[src/rtl/rr_arbiter_8.sv]
// Eight-way round-robin arbiter with hold-time limit.
// A grant lasts until the owner signals done, drops its request, or has held
// the resource for MAX_HOLD cycles. Each grant is followed by one GAP cycle
// and one IDLE cycle before the next arbitration. All outputs are registered.
module rr_arbiter_8 #(
    parameter int unsigned MAX_HOLD = 16
) (
    input  logic       clk,
    input  logic       rst_n,
    input  logic [7:0] req,
    input  logic       done,
    output logic [7:0] gnt,
    output logic [2:0] gnt_idx,
    output logic       gnt_valid,
    output logic       timeout
);

    typedef enum logic [1:0] {
        ST_IDLE  = 2'd0,
        ST_GRANT = 2'd1,
        ST_GAP   = 2'd2
    } state_t;

    localparam logic [7:0] HOLD_LIMIT = 8'(MAX_HOLD);
    localparam logic [7:0] HOLD_SAT   = 8'hFF;

    state_t     state_q, state_d;
    logic [2:0] ptr_q, ptr_d;
    logic [7:0] hold_cnt_q, hold_cnt_d;
    logic [7:0] gnt_q, gnt_d;
    logic [2:0] gnt_idx_q, gnt_idx_d;
    logic       gnt_valid_q, gnt_valid_d;
    logic       timeout_q, timeout_d;

    logic [2:0] winner;
    logic [2:0] cand;
    logic       any_req;
    logic       exit_done;
    logic       exit_drop;
    logic       exit_hold;

    function automatic logic [7:0] decode3(input logic [2:0] idx);
        decode3 = 8'b0000_0001 << idx;
    endfunction

    // Release reasons for the current owner, in priority order.
    assign exit_done = done;
    assign exit_drop = ~req[gnt_idx_q];
    assign exit_hold = (hold_cnt_q == HOLD_LIMIT);

    // Rotating priority search: the lowest offset from ptr with a request wins.
    always_comb begin
        winner  = ptr_q;
        any_req = 1'b0;
        cand    = ptr_q;
        for (int k = 7; k >= 0; k--) begin
            cand = ptr_q + 3'(k);
            if (req[cand]) begin
                winner  = cand;
                any_req = 1'b1;
            end
        end
    end

    // Next-state and next-output logic; timeout only pulses on a pure hold expiry.
    always_comb begin
        state_d     = state_q;
        ptr_d       = ptr_q;
        hold_cnt_d  = hold_cnt_q;
        gnt_d       = gnt_q;
        gnt_idx_d   = gnt_idx_q;
        gnt_valid_d = gnt_valid_q;
        timeout_d   = 1'b0;
        unique case (state_q)
            ST_IDLE: begin
                if (any_req) begin
                    state_d     = ST_GRANT;
                    gnt_idx_d   = winner;
                    gnt_d       = decode3(winner);
                    gnt_valid_d = 1'b1;
                    hold_cnt_d  = 8'd1;
                end
            end
            ST_GRANT: begin
                if (exit_done || exit_drop || exit_hold) begin
                    state_d     = ST_GAP;
                    gnt_d       = 8'h00;
                    gnt_valid_d = 1'b0;
                    ptr_d       = gnt_idx_q + 3'd1;
                    timeout_d   = exit_hold & ~exit_done & ~exit_drop;
                end else if (hold_cnt_q != HOLD_SAT) begin
                    hold_cnt_d = hold_cnt_q + 8'd1;
                end
            end
            ST_GAP: begin
                state_d = ST_IDLE;
            end
            default: begin
                state_d = ST_IDLE;
            end
        endcase
    end

    // State and output registers with synchronous active-low reset.
    always_ff @(posedge clk) begin
        if (!rst_n) begin
            state_q     <= ST_IDLE;
            ptr_q       <= 3'd0;
            hold_cnt_q  <= 8'd0;
            gnt_q       <= 8'h00;
            gnt_idx_q   <= 3'd0;
            gnt_valid_q <= 1'b0;
            timeout_q   <= 1'b0;
        end else begin
            state_q     <= state_d;
            ptr_q       <= ptr_d;
            hold_cnt_q  <= hold_cnt_d;
            gnt_q       <= gnt_d;
            gnt_idx_q   <= gnt_idx_d;
            gnt_valid_q <= gnt_valid_d;
            timeout_q   <= timeout_d;
        end
    end

    assign gnt       = gnt_q;
    assign gnt_idx   = gnt_idx_q;
    assign gnt_valid = gnt_valid_q;
    assign timeout   = timeout_q;

endmodule

[config.mk]
export PLATFORM = sky130hd
export DESIGN_NAME = rr_arbiter_8
export DESIGN_NICKNAME = d
export VERILOG_FILES = /design/src/rtl/rr_arbiter_8.sv
export SDC_FILE = /design/constraint.sdc
export NUM_CORES = 1
export LEC_CHECK = 0
export CORE_AREA = 2 2 79 81
export CTS_CLUSTER_DIAMETER = 30
export DETAILED_ROUTE_END_ITERATION = 16
export DIE_AREA = 0 0 81 83
export MAX_ROUTING_LAYER = met4
export PLACE_DENSITY = 0.58
export SETUP_SLACK_MARGIN = 0.2
export SLEW_MARGIN = 20
export SYNTH_ARGS = -nofsm -noshare
export SYNTH_HDL_FRONTEND = slang
export SYNTH_SLANG_ARGS = --single-unit
[constraint.sdc]
create_clock -name clk -period 4.1 [get_ports clk]
set_input_delay 0.82 -clock clk [delete_from_list [all_inputs] [get_ports clk]]
set_output_delay 0.82 -clock clk [all_outputs]
set_load 0.02 [all_outputs]
==> summary.txt <==
status -> finished, final reports clean
power share of the clock group -> 16.5%
Worst setup SP type -> flop
site row count -> 28
Die ar. -> 6723 um2
chip width -> 81 um
Buffers on Ports -> 23
commonest non-fill, non-tap cells in the layout -> dfxtp_1 (26), nor2_1 (24), clkdlybuf4s50_1 (23), mux2i_1 (17)
Initial Utilization -> 39.03%
CP max FO -> 12
clk_lat worst skew -> 270 ps
Final ANT Viol Nets -> 0
HP Class -> flop to flop
slowest CP cell -> ha_1
vias in the first global route -> 1904
worst setup path endpoint -> gnt[6]
synthesized area per cell -> 9.340 um2
max_slew headroom -> 32.35%
commonest non-fill, non-tap cell in the layout -> dfxtp_1
drt pass-1 iters -> 5
top cell type's share of synthesized area -> 22.93%
Seq cells post-synth -> 26
antenna violations before repair -> 0
WP buf/inv -> 2
Flop pwr share -> 25.2%
Vias/cell -> 5.893
P_int -> 756.9 uW
global-route wire length before repair -> 9487 um
CP Depth -> 9
Final setup viols -> 0
Most used DFF post-synth -> dfxtp_1
DRC -> 0
sequential fraction of the synthesis area -> 22.93%
FF-to-FF path depth -> 9
sequential cell area -> 520.5 um2
RSZ-0062 raised after global routing -> no
crit-path cells -> clkinv_1 -> ha_1 -> buf_4 -> mux2i_1 -> mux4_2 -> or3b_2 -> a31oi_1 -> o31ai_1 -> o32ai_1
Max clock buf depth -> 2
DPL Wire Length -> 4208 um
Arr. time, crit path -> 3710 ps
CTS Sinks -> 26
Yosys top cell by area -> dfxtp_1
GRT Util Overall -> 17.91%
CP Class -> flop to flop
multi-input logic area -> 1610 um2
Post-synth EDFFs -> 0
Fmax -> 0.2834 GHz
CTS tree -> done
Min Hold Slack -> 463.0 ps
switching share of power -> 41.86%
H-Tree Level Count -> 1
Synth Instances -> 243
Final Hold Viols -> 0
core area -> 5816 um2
area delta synth->final -> 15.77%
delay-heaviest family, CP -> compound AO/OA/AOI/OAI gates
Clock Pin Slew Worst Setup and Hold Paths -> 100 ps
Critical Path End Type -> flop
Final Critical Period -> 3529 ps
diode count -> 0
Net Count, Synth -> 259
Synth area leaders -> dfxtp_1 (23%), mux4_2 (15%), mux2i_1 (7.5%)
Pwr Density -> 495.5 nW/um2
Post-Synthesis Cell Area -> 2270 um2
WP data required -> 4290 ps
DR WL/cell -> 16.86 um
Fill cells -> 577
initial DRC count -> 145
synth warn -> 0
Post CTS Setup Buffer Count -> 0
Leakage -> 0.0008998 uW
layout cell share with drive strength beyond 1 -> 15.59%
FF-to-FF Start -> ptr_q[1]
reg-to-reg endpoint -> gnt[6]
via count -> 1992
Worst IR Drop VDD -> 0.2218 mV
Root Buffer -> clkbuf_8
Critical Path Source -> ptr_q[1]
Nets -> 280
die height -> 83 um
Max Slew Vio Count -> 0
worst-margin pin slew -> 1006 ps
setup TNS -> 0 ps
Post-Route WL -> 5700 um
remaining global-route overflow -> 0
pin count of the biggest net entering global routing -> 19
Net Switching -> 545.1 uW
max capacitance violation total -> 0
Cell variety after synth -> 58
GPL Wtd Cong -> 0.8748
IO Count -> 24
overall power -> 1302 uW
slowest stage delay, CP -> 740 ps
Reg2Reg Setup Slack -> 570 ps
CTS Buf Count -> 3
ys async rst share -> 0%
combinational power share -> 58.3%
fin crit share -> 86.07%
Fin Clk Skew -> 6.011 ps
cell usage after synthesis (2+ instances only):
master / n
nand3_1: 10
and2_1: 5
and3_1: 3
or3_1: 2
nor2_1: 24
mux2_2: 7
clkbuf_1: 4
mux2i_1: 17
a31oi_1: 4
o211ai_1: 2
buf_2: 3
xor2_1: 8
a221oi_1: 2
nor4b_2: 2
o21ai_0: 2
dfxtp_1: 26
clkinv_1: 2
a211oi_1: 3
a21oi_1: 12
or2_2: 2
mux4_2: 15
nand2_1: 14
nand4_1: 3
buf_6: 2
o32ai_1: 10
ha_1: 5
buf_4: 3
a2111oi_0: 2
and3b_1: 2
inv_1: 15
o31ai_1: 5
cell families (layout without fill, tap and decap cells):
group	Yosys count	in the layout	synth area share, %
AO/OA/AOI/OAI	59	59	21.06
XOR/XNOR	9	9	3.473
adder cells (fa/ha/maj)	5	5	2.756
buffers and inverters	29	49	6.118
flip-flops	26	26	22.93
multiplexers	39	39	25.85
AND/OR/NAND/NOR	76	76	17.81
cell type report:
class	count	share of cell area, %
well taps	75	3.571
clock inverters	1	1.143
clock buffers	3	1.571
repair buffers	28	10.19
flip-flops and latches	26	19.81
multi-input cells	188	61.29
inverters	17	2.429
sequential cells by signal, summed over array words and instances (netlist names):
register / count
state_q: 2
gnt_valid: 1
gnt_idx: 3
ptr_q: 3
hold_cnt_q: 8
gnt: 8
timeout: 1
tightest hold or removal path, cell delays in order (launching register included):
cell     delay, ps
dfxtp_1        320
nand2_1         50
a21oi_1         50
worst min path at each step:
stage | startpoint | to | slack, ps | cells after the start
after global routing | gnt[6] | gnt[6] | 480 | 2
after global placement | gnt[6] | gnt[6] | 450 | 2
final | gnt_valid | gnt_valid | 460 | 2
after floorplan | hold_cnt_q[1] | hold_cnt_q[1] | 480 | 2
after CTS | gnt[2] | gnt[2] | 460 | 2
after detailed placement | gnt[0] | gnt[0] | 440 | 2
power groups by stage:
stage	clock network [uW]	registers, uW	logic (uW)
CTS	220	328	755
global route	226	335	826
global placement	0	335	754
finish	215	328	759
floorplan	0	347	547
detailed placement	0	334	752
metrics by stage:
stage | setup slack (ps) | std cells | util, % | instance area [um2]
6_report | 570.9 | 338 | 45.18 | 2628
3_3_place_gp | 377.7 | 334 | 43.95 | 2556
3_5_place_dp | 357.0 | 334 | 43.95 | 2556
5_1_grt | 271.6 | 338 | 45.18 | 2628
2_1_floorplan | 929.6 | 243 | - | 2270
4_1_cts | 519.3 | 338 | 45.18 | 2628
metal layers:
layer  global-route usage, %  wire (um)
met1                   24.24       2665
met2                   28.63       2791
met3                   3.152        218
met4                   2.465         23
met5                       -          0
timing repair:
item,CTS,global route
endpoints found under the setup margin,0,2
hold buffers,0,0
resized for setup,0,1
Power figures use the tool's default switching activity.
